--- src/rtl/coin_credit_ctrl_pkg.sv ---
// Shared definitions for the coin/credit front end and the dispenser FSM:
// state encodings, coin values, credit limits and button indices.
package coin_credit_ctrl_pkg;

    typedef enum logic [2:0] {
        ST_IDLE    = 3'd0,
        ST_COLLECT = 3'd1,
        ST_VEND    = 3'd2,
        ST_REFUND  = 3'd3,
        ST_FAULT   = 3'd4
    } state_t;

    localparam int         CREDIT_W   = 3;
    localparam logic [3:0] COIN1_VAL  = 4'd1;
    localparam logic [3:0] COIN2_VAL  = 4'd2;
    localparam logic [3:0] CREDIT_MAX = 4'd7;

    localparam int BTN_COIN1  = 0;
    localparam int BTN_COIN2  = 1;
    localparam int BTN_SELA   = 2;
    localparam int BTN_SELB   = 3;
    localparam int BTN_SELC   = 4;
    localparam int BTN_CANCEL = 5;
    localparam int BTN_NUM    = 6;

    // Value of the coin pulses seen in one cycle; both together count as 3.
    function automatic logic [3:0] coin_value(input logic c1, input logic c2);
        return (c1 ? COIN1_VAL : 4'd0) + (c2 ? COIN2_VAL : 4'd0);
    endfunction

endpackage

--- src/rtl/coin_credit_ctrl_sync_edge.sv ---
// Two-flop synchronizer for an asynchronous button followed by a rising-edge
// detector; a held button yields a single one-cycle pulse.
module coin_credit_ctrl_sync_edge (
    input  logic clk_i,
    input  logic rst_ni,
    input  logic raw_i,
    output logic pulse_o
);

    logic meta_q;
    logic sync_q;
    logic prev_q;

    always_ff @(posedge clk_i or negedge rst_ni) begin
        if (!rst_ni) begin
            meta_q <= 1'b0;
            sync_q <= 1'b0;
            prev_q <= 1'b0;
        end else begin
            meta_q <= raw_i;
            sync_q <= meta_q;
            prev_q <= sync_q;
        end
    end

    assign pulse_o = sync_q & ~prev_q;

endmodule

--- src/rtl/coin_credit_ctrl.sv ---
// Coin/credit front end: conditions buttons, accumulates credit, starts a vend
// when credit covers the selected price, then refunds leftover credit.
module coin_credit_ctrl
    import coin_credit_ctrl_pkg::*;
#(
    parameter logic [2:0] PRICE_A = 3'd3,
    parameter logic [2:0] PRICE_B = 3'd5,
    parameter logic [2:0] PRICE_C = 3'd7,
    parameter logic [7:0] TIMEOUT = 8'd255
) (
    input  logic                clk_i,
    input  logic                rst_ni,
    input  logic                coin1_i,
    input  logic                coin2_i,
    input  logic                sela_i,
    input  logic                selb_i,
    input  logic                selc_i,
    input  logic                cancel_i,
    input  logic                done_i,
    output logic                e_o,
    output logic                a_o,
    output logic                b_o,
    output logic                c_o,
    output logic [CREDIT_W-1:0] cin_o,
    output logic                rej_o,
    output logic                ret_o,
    output logic                fault_o
);

    logic [BTN_NUM-1:0] raw_vec;
    logic [BTN_NUM-1:0] pulse_vec;

    assign raw_vec[BTN_COIN1]  = coin1_i;
    assign raw_vec[BTN_COIN2]  = coin2_i;
    assign raw_vec[BTN_SELA]   = sela_i;
    assign raw_vec[BTN_SELB]   = selb_i;
    assign raw_vec[BTN_SELC]   = selc_i;
    assign raw_vec[BTN_CANCEL] = cancel_i;

    genvar gi;
    generate
        for (gi = 0; gi < BTN_NUM; gi++) begin : g_btn
            coin_credit_ctrl_sync_edge u_sync (
                .clk_i  (clk_i),
                .rst_ni (rst_ni),
                .raw_i  (raw_vec[gi]),
                .pulse_o(pulse_vec[gi])
            );
        end
    endgenerate

    state_t              state_q, state_d;
    logic [CREDIT_W-1:0] credit_q, credit_d;
    logic [2:0]          sel_q, sel_d;
    logic [7:0]          tmo_q, tmo_d;
    logic                e_q, e_d;
    logic                rej_q, rej_d;
    logic                ret_q, ret_d;
    logic                fault_q, fault_d;

    logic [3:0]          coin_val;
    logic [3:0]          coin_sum;
    logic                coin_any;
    logic                coin_fits;
    logic [CREDIT_W-1:0] credit_after;
    logic                sel_any;
    logic [2:0]          sel_hot;
    logic [2:0]          sel_price;

    assign coin_val     = coin_value(pulse_vec[BTN_COIN1], pulse_vec[BTN_COIN2]);
    assign coin_any     = pulse_vec[BTN_COIN1] | pulse_vec[BTN_COIN2];
    assign coin_sum     = {1'b0, credit_q} + coin_val;
    assign coin_fits    = (coin_sum <= CREDIT_MAX);
    assign credit_after = (coin_any && coin_fits) ? coin_sum[CREDIT_W-1:0] : credit_q;
    assign sel_any      = pulse_vec[BTN_SELA] | pulse_vec[BTN_SELB] | pulse_vec[BTN_SELC];

    // A beats B beats C when several selections arrive together.
    always_comb begin
        sel_hot   = 3'b000;
        sel_price = PRICE_C;
        if (pulse_vec[BTN_SELA]) begin
            sel_hot   = 3'b001;
            sel_price = PRICE_A;
        end else if (pulse_vec[BTN_SELB]) begin
            sel_hot   = 3'b010;
            sel_price = PRICE_B;
        end else if (pulse_vec[BTN_SELC]) begin
            sel_hot   = 3'b100;
            sel_price = PRICE_C;
        end
    end

    always_comb begin
        state_d  = state_q;
        credit_d = credit_q;
        sel_d    = sel_q;
        tmo_d    = tmo_q;
        rej_d    = 1'b0;
        ret_d    = 1'b0;
        case (state_q)
            ST_IDLE, ST_COLLECT: begin
                rej_d = coin_any && !coin_fits;
                // The price is judged on credit held before this cycle's coin.
                if (state_q == ST_COLLECT && sel_any && credit_q >= sel_price) begin
                    sel_d    = sel_hot;
                    credit_d = credit_after - sel_price;
                    tmo_d    = 8'd0;
                    state_d  = ST_VEND;
                end else if (state_q == ST_COLLECT && pulse_vec[BTN_CANCEL]) begin
                    credit_d = credit_after;
                    state_d  = ST_REFUND;
                end else begin
                    credit_d = credit_after;
                    state_d  = (credit_after != '0) ? ST_COLLECT : ST_IDLE;
                end
            end
            ST_VEND: begin
                rej_d = coin_any;
                if (done_i) begin
                    sel_d   = 3'b000;
                    state_d = (credit_q != '0) ? ST_REFUND : ST_IDLE;
                end else if (tmo_q == TIMEOUT - 8'd1) begin
                    sel_d   = 3'b000;
                    state_d = ST_FAULT;
                end else begin
                    tmo_d = tmo_q + 8'd1;
                end
            end
            ST_REFUND: begin
                rej_d = coin_any;
                if (credit_q != '0) begin
                    credit_d = credit_q - 3'd1;
                    ret_d    = 1'b1;
                end else begin
                    state_d = ST_IDLE;
                end
            end
            ST_FAULT: begin
                rej_d = coin_any;
            end
            default: begin
                state_d = ST_IDLE;
            end
        endcase
        e_d     = (state_d == ST_VEND);
        fault_d = (state_d == ST_FAULT);
    end

    always_ff @(posedge clk_i or negedge rst_ni) begin
        if (!rst_ni) begin
            state_q  <= ST_IDLE;
            credit_q <= '0;
            sel_q    <= 3'b000;
            tmo_q    <= 8'd0;
            e_q      <= 1'b0;
            rej_q    <= 1'b0;
            ret_q    <= 1'b0;
            fault_q  <= 1'b0;
        end else begin
            state_q  <= state_d;
            credit_q <= credit_d;
            sel_q    <= sel_d;
            tmo_q    <= tmo_d;
            e_q      <= e_d;
            rej_q    <= rej_d;
            ret_q    <= ret_d;
            fault_q  <= fault_d;
        end
    end

    assign e_o     = e_q;
    assign a_o     = sel_q[0];
    assign b_o     = sel_q[1];
    assign c_o     = sel_q[2];
    assign cin_o   = credit_q;
    assign rej_o   = rej_q;
    assign ret_o   = ret_q;
    assign fault_o = fault_q;

endmodule

--- config.mk ---
export PLATFORM = sky130hd
export DESIGN_NAME = coin_credit_ctrl
export DESIGN_NICKNAME = d
export VERILOG_FILES = /design/src/rtl/coin_credit_ctrl_pkg.sv /design/src/rtl/coin_credit_ctrl_sync_edge.sv /design/src/rtl/coin_credit_ctrl.sv
export SDC_FILE = /design/constraint.sdc
export NUM_CORES = 1
export LEC_CHECK = 0
export CAP_MARGIN = 25
export CELL_PAD_IN_SITES_DETAIL_PLACEMENT = 1
export CELL_PAD_IN_SITES_GLOBAL_PLACEMENT = 2
export CORE_AREA = 2 2 76 78
export CTS_BUF_LIST = sky130_fd_sc_hd__clkbuf_16
export CTS_CLUSTER_DIAMETER = 120
export CTS_CLUSTER_SIZE = 25
export DETAILED_ROUTE_END_ITERATION = 10
export DIE_AREA = 0 0 78 80
export HOLD_SLACK_MARGIN = 0.15
export PLACE_DENSITY_LB_ADDON = 0.1
export SETUP_SLACK_MARGIN = 0.1
export SYNTH_ARGS = -nofsm -noshare
export SYNTH_HDL_FRONTEND = slang
export SYNTH_SLANG_ARGS = --single-unit
--- constraint.sdc ---
create_clock -name clk_i -period 3.1 [get_ports clk_i]
set_clock_uncertainty 0.2 [all_clocks]
set_input_delay 0.775 -clock clk_i [delete_from_list [all_inputs] [get_ports clk_i]]
set_output_delay 0.775 -clock clk_i [all_outputs]
set_load 0.01 [all_outputs]
==> results.yml, run 1 <==
logic_synthesis:
  yosysWarnings: 0
  synth_xor_area_share_pct: 2.26
  synth_cells: 171
  synth_nets: 190
  synthArstFlopShare_pct: 100
  synth_seq_area_share_pct: 50.3
  ys.flop_type: "dfrtp_1"
  synth-seq-cells: 39
  synth.area.mux_share_pct: 2.52
  synth_top_area_share_pct: 50.3
  synth.cell_area_sq_mm: 0.00194
  synth-edff-count: 0
  synth_top_family_by_area: "simple AND/OR/NAND/NOR gates"
  synth_compound_area_share_pct: 15.5
  yosysTopAreaCell: "dfrtp_1"
  ys_types: 50
  syn_area_per_cell_sq_um: 11.3
  synth_fa_ha_area_share_pct: 7.23
  ys_top_cells_by_area: "dfrtp_1, ha_1, o21ai_0"
  yosys.area_share.simple_pct: 19.3
detailed_routing:
  ant_nets: 0
  num_vias: 1383
  wl_per_cell_um: 15.9
  drc_errors: 0
  vias_per_cell: 5.12
  wl_mm: 4.30
  drtPass1Iterations: 4
  drt_iter0_drc: 44
pwr:
  power_density_mw_per_mm2: 889
  p_leak_nw: 1.03
  irDropWorstVdd_v: 0.000287
  power_w: 0.00211
clock_tree:
  cts_tree: "done"
  cts-root-buf: "clkbuf_16"
  cts_setup_buffers: 0
  cts_max_path_buffers: 2
  ctsResizeCount: 0
  cts_hold_buf: 0
  cts_sinks: 39
  cts_buffers: 5
  clk_latency_ns: 0.28
  cts.clk_slew.worst_paths_ns: 0.06
  cts_htree_levels: 2
job:
  cap_violations: 0
final_layout:
  antenna_cells: 0
  layout-drive-gt1-share_pct: 16.7
  post-route-util_pct: 43.8
  fillers: 603
  areaGrowthSynthToFinish_pct: 22.2
  regArea_sq_um: 976
  multiInputGateArea_sq_um: 916
  final_cell_mix: "dfrtp_1, clkdlybuf4s50_1, o21ai_0"
  final_area_sq_mm: 0.00237
  nNetsFinal: 216
  final_common_cell: "dfrtp_1"
global_route:
  grt_start_max_net_pins: 40
  overflow: 0
  grt_pass1_wl_mm: 7.40
  grtUsageTotal_pct: 15.5
  grt_pass1_vias: 1459
  antenna_found_initial: 0
place:
  place_congestion: 0.815
  place_area_sq_mm: 0.00222
  place_ws_ns: 0.237
  dp_hpwl_mm: 3.21
  port-buffer-count: 18
timing:
  fin_ws_ns: 0.252
  max_freq_mhz: 351
  final-setup-viol-count: 0
  fin_crit_ns: 2.85
  hold_viol: 0
  post-route-period-util_pct: 91.9
  rsz0062_at_grt: "false"
  tns_ns: 0
  slew_viol_final: 0
  relSlewSlack_pct: 42.8
  worst_pin_slew_ns: 0.858
floorplanning:
  core.rowCount: 27
  dieArea_sq_mm: 0.00624
  initial_core_util_pct: 35.9
  io_pins: 19
  die_h_um: 80
  core_area_sq_mm: 0.00541
  die_w_um: 78
setup_path:
  path_cells: "nand2b_4, inv_2, ha_1, fa_1, o21ai_1, mux2i_2, a32oi_4, or4_1, a21oi_1"
  cp-start-kind: "register"
  cpMaxStageDelayCell: "or4_1"
  reg2reg_from: "g_btn[0].u_sync.sync_q"
  r2r_slack_ns: 0.25
  crit_start: "g_btn[0].u_sync.sync_q"
  worstSetupEndpoint: "tmo_q[7]"
  setup.worst_path.class: "reg2reg"
  cp_max_fo: 8
  arrival_ns: 2.85
  end_kind: "register"
  worstRegToRegCells: 9
  max_stage_delay_ns: 0.53
  rr_endpoint: "tmo_q[7]"
  critical_path_required_ns: 3.11
run_status:
  run_status: "complete, no violations"
worst_hold_path:
  worstHoldStart: "g_btn[3].u_sync.meta_q"
  min_path_type: "reg2reg"
-- cell usage after synthesis (all sizes together) (2+ instances only) --
cell type,instances
xor2,3
o22ai,2
xnor2,2
nand4,2
and4,2
buf,2
ha,8
a21o,2
mux2i,3
o21a,2
nand2b,6
inv,8
dfrtp,39
nand2,10
nor4,2
o31ai,2
or4,2
a21oi,13
fa,2
nor2b,6
o21ai,14
nand3,6
nor2,14
or3,2
or2,2
clkbuf,2
nor3,2
-- cell families (layout without fill, tap and decap cells) --
group           Yosys count  after routing
flops                    39             39
xor+xnor                  5              5
buf+inv                  12             39
mux                       4              4
simple gates             59             59
fa+ha+maj                10             10
compound gates           42             42
-- power breakdown --
group          internal (W)  total [W]  switching, W
clock network      0.000296   0.000503      0.000206
registers          0.000603   0.000729      0.000126
logic              0.000403   0.000875      0.000473
-- metal layers --
metal / GRT usage (%) / vias up / share of wire, %
li1: - / 655 / -
met2: 23.4 / 23 / 46
met1: 21.9 / 699 / 49
met5: 0 / - / 0
met3: 3.96 / 6 / 3.1
met4: 4.74 / 0 / 1.1
-- worst min path at each step --
stage                     slack, ns  depth (start not counted)                endpoint
final                          0.15                          0  g_btn[3].u_sync.sync_q
after global routing           0.16                          0  g_btn[2].u_sync.sync_q
after CTS                      0.15                          0  g_btn[3].u_sync.sync_q
after detailed placement       0.14                          0  g_btn[3].u_sync.sync_q
after global placement         0.13                          0  g_btn[4].u_sync.sync_q
after floorplan                0.13                          0  g_btn[0].u_sync.sync_q
-- state kept, by name, summed over array words and instances, names as in the netlist --
register / cells
tmo_q: 8
g_btn.u_sync.meta_q: 6
g_btn.u_sync.prev_q: 6
g_btn.u_sync.sync_q: 6
cin_o: 3
sel_q: 3
state_q: 3
e_o: 1
fault_o: 1
rej_o: 1
ret_o: 1
-- area by class of cell --
cell class,instances,share of cell area (%)
flip-flops and latches,39,41.2
multi-input cells,120,38.6
repair buffers,23,8.98
clock buffers,5,5.28
well taps,72,3.80
inverters,8,1.27
clock inverters,3,0.845
-- metrics by stage --
stage                     hold WS, ns  instances
after detailed placement        0.136        262
after global routing            0.165        270
after floorplan                 0.131        171
final                           0.148        270
after global placement          0.133        262
after CTS                       0.151        270
-- worst max-delay path: cells and delay by family, from the launching register on --
family | cells | cell delay, ns
buf+inv | 1 | 0.04
mux | 1 | 0.38
fa+ha+maj | 2 | 0.61
flops | 1 | 0.41
simple gates | 2 | 0.63
compound gates | 3 | 0.51
Power figures use the tool's default switching activity.
==> inputs of run 2 (changes only) <==
--- a/config.mk
+++ b/config.mk
@@ -6,16 +6,15 @@
 export NUM_CORES = 1
 export LEC_CHECK = 0
 export CAP_MARGIN = 25
-export CELL_PAD_IN_SITES_DETAIL_PLACEMENT = 1
-export CELL_PAD_IN_SITES_GLOBAL_PLACEMENT = 2
-export CORE_AREA = 2 2 76 78
+export CORE_AREA = 2 2 62 64
 export CTS_BUF_LIST = sky130_fd_sc_hd__clkbuf_16
 export CTS_CLUSTER_DIAMETER = 120
 export CTS_CLUSTER_SIZE = 25
 export DETAILED_ROUTE_END_ITERATION = 10
-export DIE_AREA = 0 0 78 80
+export DIE_AREA = 0 0 64 66
+export GPL_TIMING_DRIVEN = 0
 export HOLD_SLACK_MARGIN = 0.15
-export PLACE_DENSITY_LB_ADDON = 0.1
+export PLACE_DENSITY = 0.77
 export SETUP_SLACK_MARGIN = 0.1
 export SYNTH_ARGS = -nofsm -noshare
 export SYNTH_HDL_FRONTEND = slang
==> run 2 against run 1 <==
- non-clock buffer count rose by 1
- count of clock-buffer cells in the layout is the same
- sequential power barely moved
- critical endpoint unchanged
- largest cell class unchanged
- largest power group unchanged
- highest routed layer unchanged
==> results.yml, run 2 (synthesis results as in run 1) <==
pwr:
  irDropWorstVdd_v: 0.000529
  p_leak_nw: 1.05
  power_density_mw_per_mm2: 906
detailed_routing:
  wl_met2_mm: 1.85
  ant_nets: 0
  wl_mm: 3.63
  vias_per_cell: 5.58
  drt_iter0_drc: 81
  drtPass1Iterations: 4
  num_vias: 1379
  top_layer: "met4"
  drc_errors: 0
  wl_met3_um: 75
  met1_length_mm: 1.66
  wl_per_cell_um: 14.7
final_layout:
  final_common_cell: "dfrtp_1"
  nNetsFinal: 217
  regArea_sq_um: 976
  max_flop_register: "tmo_q"
  final_cell_mix: "dfrtp_1, clkdlybuf4s50_1, o21ai_0"
  multiInputGateArea_sq_um: 907
  areaGrowthSynthToFinish_pct: 22.1
  largest_register_ffs: 8
  antenna_cells: 0
  layout-drive-gt1-share_pct: 15.6
  fillers: 266
global_route:
  overflow: 0
  antenna_found_initial: 0
  grtUsageTotal_pct: 20.3
  grt_pass1_wl_mm: 6.50
  grt_pass1_vias: 1379
  grt_start_max_net_pins: 40
clock_tree:
  cts_max_path_buffers: 2
  cts_sinks: 39
  cts.clk_slew.worst_paths_ns: 0.06
  clk_latency_ns: 0.28
  cts_tree: "done"
  cts-root-buf: "clkbuf_16"
  cts_setup_buffers: 0
  cts_htree_levels: 2
  cts_buffers: 5
floorplanning:
  core_area_sq_mm: 0.00355
  initial_core_util_pct: 54.6
  die_h_um: 66
  dieArea_sq_mm: 0.00422
  core.rowCount: 22
  io_pins: 19
  die_w_um: 64
job:
  cap_violations: 0
timing:
  tns_ns: 0
  final-setup-viol-count: 0
  max_freq_mhz: 354
  fin_crit_ns: 2.83
  post-route-period-util_pct: 91.1
  slew_viol_final: 0
  worst_pin_slew_ns: 0.835
  rsz0062_at_grt: "false"
  fin_ws_ns: 0.275
  hold_viol: 0
  relSlewSlack_pct: 44.3
place:
  port-buffer-count: 18
  place_congestion: 0.836
  place_ws_ns: 0.211
  dp_hpwl_mm: 2.56
setup_path:
  crit_buf_inv: 1
  max_stage_delay_ns: 0.54
  cpMaxStageDelayCell: "or4_1"
  end_kind: "register"
  arrival_ns: 2.83
  setup.worst_path.class: "reg2reg"
  path_cells: "nand2b_4, inv_2, ha_1, fa_1, o21ai_1, mux2i_2, a32oi_4, or4_1, a21oi_1"
  path_delay_family: "simple AND/OR/NAND/NOR gates"
  cp-start-kind: "register"
  cp_max_fo: 8
  critical_path_required_ns: 3.10
run_status:
  run_status: "complete, no violations"
worst_hold_path:
  min_path_type: "reg2reg"
## run 2: cell count changes in the layout (fill, tap and decap cells not counted), sizes merged
cell	change
dlygate4sd3	+2
buf	-3
inv	+1
clkbuf	+2
bufinv	+1
clkinvlp	-2
## run 2: metrics by stage
stage	utilization (%)	instances	area, sq um	hold slack (ns)	total power [W]
2_1_floorplan	-	171	1940	0.131	0.00130
5_1_grt	66.7	247	2370	0.162	0.00229
3_3_place_gp	61.4	237	2180	0.134	0.00153
4_1_cts	66.7	247	2370	0.154	0.00216
3_5_place_dp	61.2	237	2170	0.136	0.00156
6_report	66.7	247	2370	0.150	0.00215
## run 2: final cells by class
class	count	area share (%)
Buffer	4	1.16
Clock buffer	5	5.28
Clock inverter	3	2.01
Inverter	8	1.27
Multi-Input combinational cell	120	38.3
Sequential cell	39	41.2
Tap cell	48	2.54
Timing Repair Buffer	20	8.24
## run 2: what timing repair did
action                     CTS  global route
setup endpoints to repair    0             3
hold endpoints to repair     2             0
hold buffers                 2             0
resized for setup            0             2
## run 2: per-layer routing
metal | global-route usage, % | up-vias
li1 | - | 655
met1 | 26.2 | 699
met2 | 34.0 | 19
met3 | 3.58 | 6
met4 | 8.15 | 0
met5 | 0 | -
## run 2: final timing paths
kind / end / startpoint / cells after the start / slack, ns
max in group asynchronous: tmo_q[3] / rst_ni / 1 / 1.77
worst max register to register: tmo_q[7] / g_btn[0].u_sync.sync_q / 9 / 0.27
worst min-delay path: g_btn[5].u_sync.sync_q / g_btn[5].u_sync.meta_q / 0 / 0.15
worst min register to register: g_btn[5].u_sync.sync_q / g_btn[5].u_sync.meta_q / 0 / 0.15
worst max-delay path: tmo_q[7] / g_btn[0].u_sync.sync_q / 9 / 0.27
min in group asynchronous: g_btn[1].u_sync.prev_q / rst_ni / 1 / 0.39
## run 2: power by group
group	total [W]	internal (W)	switching [W]	leakage, nW
registers	0.000732	0.000603	0.000129	0.486
clock network	0.000581	0.000383	0.000198	0.0844
logic	0.000833	0.000391	0.000443	0.483
